File: src/rtl/serial_rx_interface.sv
// Serial-to-parallel receiver: MSB-first 32-bit words into a 2-entry FIFO drained by req/grant.
// Optional even-parity bit per word when SERIAL_RX_PARITY_EN is defined.
module serial_rx_interface (
   input  logic        p_clk,
   input  logic        n_rst,
   input  logic        serial_data_in,
   input  logic        in_valid,
   input  logic        grant,
   output logic [31:0] parallel_data_out,
   output logic        req,
   output logic        frame_err,
   output logic        overflow,
   output logic        parity_err,
   output logic [1:0]  state_dbg
);

`ifdef SERIAL_RX_PARITY_EN
   typedef enum logic [1:0] {IDLE = 2'd0, SHIFT = 2'd1, PARITY = 2'd2} state_t;
   localparam int ACC_W = 32;
`else
   typedef enum logic [1:0] {IDLE = 2'd0, SHIFT = 2'd1} state_t;
   localparam int ACC_W = 31;
`endif

   state_t             state, state_nxt;
   logic [5:0]         cnt, cnt_nxt;
   logic [ACC_W-1:0]   acc, acc_nxt;
   logic               push;
   logic [31:0]        push_word;
   logic               frame_err_nxt;
   logic               parity_err_nxt;

   logic [31:0]        mem [2];
   logic               wr_ptr, rd_ptr;
   logic [1:0]         count;
   logic               pop, full, do_push;

   // Without parity the last bit is appended directly, so the accumulator only holds 31 bits.
`ifdef SERIAL_RX_PARITY_EN
   assign push_word = acc;
`else
   assign push_word = {acc, serial_data_in};
`endif

   always_comb begin
      state_nxt      = state;
      cnt_nxt        = cnt;
      acc_nxt        = acc;
      push           = 1'b0;
      frame_err_nxt  = 1'b0;
      parity_err_nxt = 1'b0;
      case (state)
         IDLE: begin
            if (in_valid) begin
               acc_nxt   = {acc[ACC_W-2:0], serial_data_in};
               cnt_nxt   = 6'd1;
               state_nxt = SHIFT;
            end
         end
         SHIFT: begin
            if (!in_valid) begin
               frame_err_nxt = 1'b1;
               cnt_nxt       = 6'd0;
               state_nxt     = IDLE;
            end else begin
               acc_nxt = {acc[ACC_W-2:0], serial_data_in};
               if (cnt == 6'd31) begin
                  cnt_nxt = 6'd0;
`ifdef SERIAL_RX_PARITY_EN
                  state_nxt = PARITY;
`else
                  push      = 1'b1;
                  state_nxt = IDLE;
`endif
               end else begin
                  cnt_nxt = cnt + 6'd1;
               end
            end
         end
`ifdef SERIAL_RX_PARITY_EN
         PARITY: begin
            state_nxt = IDLE;
            if (!in_valid) begin
               frame_err_nxt = 1'b1;
            end else if ((^acc) ^ serial_data_in) begin
               parity_err_nxt = 1'b1;
            end else begin
               push = 1'b1;
            end
         end
`endif
         default: state_nxt = IDLE;
      endcase
   end

   always_ff @(posedge p_clk or negedge n_rst) begin
      if (!n_rst) begin
         state      <= IDLE;
         cnt        <= 6'd0;
         acc        <= '0;
         frame_err  <= 1'b0;
         parity_err <= 1'b0;
      end else begin
         state      <= state_nxt;
         cnt        <= cnt_nxt;
         acc        <= acc_nxt;
         frame_err  <= frame_err_nxt;
         parity_err <= parity_err_nxt;
      end
   end

   // A push while full is accepted only if the same edge also pops.
   assign req      = (count != 2'd0);
   assign full     = (count == 2'd2);
   assign pop      = req & grant;
   assign do_push  = push & (~full | pop);
   assign parallel_data_out = mem[rd_ptr];
   assign state_dbg = state;

   always_ff @(posedge p_clk or negedge n_rst) begin
      if (!n_rst) begin
         mem[0]   <= 32'd0;
         mem[1]   <= 32'd0;
         wr_ptr   <= 1'b0;
         rd_ptr   <= 1'b0;
         count    <= 2'd0;
         overflow <= 1'b0;
      end else begin
         if (do_push) begin
            mem[wr_ptr] <= push_word;
            wr_ptr      <= ~wr_ptr;
         end
         if (pop) begin
            rd_ptr <= ~rd_ptr;
         end
         case ({do_push, pop})
            2'b10:   count <= count + 2'd1;
            2'b01:   count <= count - 2'd1;
            default: count <= count;
         endcase
         if (push & full & ~pop) begin
            overflow <= 1'b1;
         end
      end
   end

endmodule

File: config.mk
export PLATFORM = sky130hd
export DESIGN_NAME = serial_rx_interface
export DESIGN_NICKNAME = d
export VERILOG_FILES = /design/src/rtl/serial_rx_interface.sv
export SDC_FILE = /design/constraint.sdc
export NUM_CORES = 1
export LEC_CHECK = 0
export BUFFER_PORTS_ARGS = -buffer_cell sky130_fd_sc_hd__buf_4
export CORE_ASPECT_RATIO = 2
export CORE_MARGIN = 2
export CORE_UTILIZATION = 40
export DETAILED_ROUTE_END_ITERATION = 10
export GPL_TIMING_DRIVEN = 0
export RECOVER_POWER = 100
export SYNTH_ARGS = -nofsm -noshare
export SYNTH_HDL_FRONTEND = slang
export SYNTH_SLANG_ARGS = --single-unit
export TNS_END_PERCENT = 1
File: constraint.sdc
create_clock -name p_clk -period 5.25 [get_ports p_clk]
set_input_delay 0.2625 -clock p_clk [delete_from_list [all_inputs] [get_ports p_clk]]
set_output_delay 0.2625 -clock p_clk [all_outputs]
set_load 0.03 [all_outputs]
==> results.md <==
* Status: finished, final reports clean
* Final min period at 2.924 ns
* Htree depth at 3
* Pwr Density at 362.2 nW/um2
* Initial Util at 40.78%
* CTS tree: yes
* DP Area at 5258 um2
* Yosys reg bits at 108
* PnR worst setup slack at 2.326 ns
* WS Path Type: reg2reg
* Metal1 wirelength at 3414 um
* Cells after Synth at 310
* DR WL met3 at 257 um
* F_max at 341.9 MHz
* Layout overhead on the synthesized area at 11.64%
* Fin Setup TNS at 0 ns
* Yosys top cell by area: dfrtp_1
* Clock skew at 0.006921 ns
* Worst hold path class: in2reg
* Crit path DAT at 3.15 ns
* Hold Vio Cnt, Final at 0
* Max Cap Violations at 0
* Final Max Tran Viols at 0
* Critical Path Sink Type: flip-flop
* Fillers at 1074
* Routed met2 length at 4615 um
* Total GRT Usage at 14.46%
* Vias in the first global route at 2686
* Vias per cell at 5.049
* Vias after detailed routing at 2595
* Residual DRC at 0
* Worst stage delay on the critical path at 0.87 ns
* Clk slew on worst S/H paths at 0.07 ns
* Yosys warning total at 0
* Pleak at 2.568 nW
* First-pass detailed-route iteration total at 4
* Gpl congestion at 0.7367
* Starting DRT DRC Count at 87
* CP Cell Sequence: ha_1 -> nand4b_1 -> nor4b_1 -> clkbuf_1 -> mux2_2
* Avg WL per Cell at 16.41 um
* Top cells by count, synth: 108 x dfrtp_1, 95 x mux2_2, 30 x mux2_4
* Overflow after GRT at 0
* Die Height at 158.5 um
* Top sig layer: met4
* Number of synthesized flops with an enable pin at 0
* Clk root buf: clkbuf_16
* Core Util, Final at 45.53%
* Relative slew slack at 30.20%
* Synth top area share at 56.63%
* ANT nets after route at 0
* Core box area at 11700 um2
* Register area share after synthesis at 56.63%
* Largest net degree at the start of global routing at 109
* I/O Buffers at 40
* Die X at 81.24 um
* Main synth FF type: dfrtp_1
* Post-DP HPWL at 5684 um
* Sink Count at 108
* Post-route cell area at 5328 um2
* Worst Path Required at 5.48 ns
* VDD IR-drop max at 0.1715 mV
* CP max-delay cell: nor4b_1
* Routed WL at 8434 um
* Post-Synthesis Cell Area at 4772 um2
* Antenna violations before repair at 0
* Syn Area/Cell at 15.39 um2
* Design Power at 1.930 mW
* Num CTS Buffers at 9
* First-pass GRT wire length at 13880 um
* Synth top area cells: dfrtp_1 57%, mux2_2 22%, mux2_4 9.4%, buf_6 1.4%, nand2_1 0.63%
* Yosys cell types at 43
* Clock latency on the worst-skew pair at 0.35 ns
* DIE AREA at 12870 um2
* Final net count at 370
* Clock Path Buffers at 2
* Row count at 56
* RSZ-0062 raised after global routing: false
* Setup violators final at 0
* Crit-path max FO at 10
* IO Pins at 43
* Ys async rst share at 100.0%
* Most frequent cell after synthesis: dfrtp_1
* Placement Setup Slack at 3.076 ns
* # diodes at 0
* Worst Tran Pin Value at 1.047 ns
* Final period utilization at 55.70%
* Share of cells above drive strength 1 at 34.15%
* Critical path startpoint category: flip-flop
==> critical path, delay by kind of cell, from the launching register on <==
family / cells / cell delay, ns
AND/OR/NAND/NOR: 2 / 1.06
adder cells (fa/ha/maj): 1 / 0.30
buffers and inverters: 1 / 0.62
flip-flops: 1 / 0.41
multiplexers: 1 / 0.42
==> metal layers <==
metal	vias to the layer above	global-route usage [%]
li1	1203	-
met1	1345	16.85
met2	39	24.91
met3	8	3.231
met4	0	6.538
met5	-	0
==> worst paths after layout <==
| check | from | end | slack, ns | cells after the start |
|---|---|---|---|---|
| setup / recovery | cnt[0] | mem[32] | 2.33 | 5 |
| hold / removal | serial_data_in | mem[0] | 0.19 | 2 |
| setup reg to reg | cnt[0] | mem[32] | 2.33 | 5 |
| hold reg to reg | overflow | overflow | 0.48 | 1 |
| max in group asynchronous | n_rst | acc[26] | 3.67 | 3 |
| min in group asynchronous | n_rst | mem[6] | 0.62 | 2 |
==> kinds of logic after synthesis <==
group	count (synthesis)	share of synthesized area, %
buf+inv	20	2.805
compound gates	13	1.783
xor+xnor	5	0.9178
simple gates	35	5.191
flops	108	56.63
other cells	1	0.07858
fa+ha+maj	1	0.2622
mux	127	32.33
==> stage by stage <==
stage	std cells	hold WS, ns
after detailed placement	496	0.4709
after floorplan	311	-0.03309
after CTS	512	0.1812
after global placement	496	0.4631
final	514	0.1899
after global routing	514	0.1794
==> sequential cells by signal (all words and copies together), names as in the netlist <==
register	flops
cnt	6
wr_ptr	1
frame_err	1
state_dbg	1
overflow	1
acc	31
mem	64
rd_ptr	1
count	2
==> cell type report <==
cell class,count,area [um2],area share (%)
flip-flops and latches,108,2703,50.73
multi-input cells,183,1808,33.94
clock buffers,12,266.5,5.002
repair buffers,42,206.4,3.875
well taps,145,181.4,3.405
plain buffers,19,81.33,1.527
clock inverters,4,77.57,1.456
inverters,1,3.754,0.07046
==> layout by cell type, fill, tap and decap left out, types with 3 or more instances in the layout <==
master and n:
buf_4 7, clkbuf_1 50, clkbuf_16 9, clkbuf_8 3, dfrtp_1 108, mux2_1 32
mux2_2 92, mux2_4 3, nand2_1 8, nand3_1 5, nor2_1 4, o21ai_0 3
xnor2_1 3
==> where the power goes <==
part	internal [mW]	total, mW	switching [mW]
combinational	0.0888	0.145	0.0565
sequential	0.931	1.02	0.0923
clock	0.460	0.761	0.301
total	1.48	1.93	0.450
==> what timing repair did <==
item                      4_1_cts  5_1_grt
hold endpoints to repair        0       16
hold buffers                    0        1
resized for setup               0        0
setup buffers                   0        0
Power figures use the tool's default switching activity.
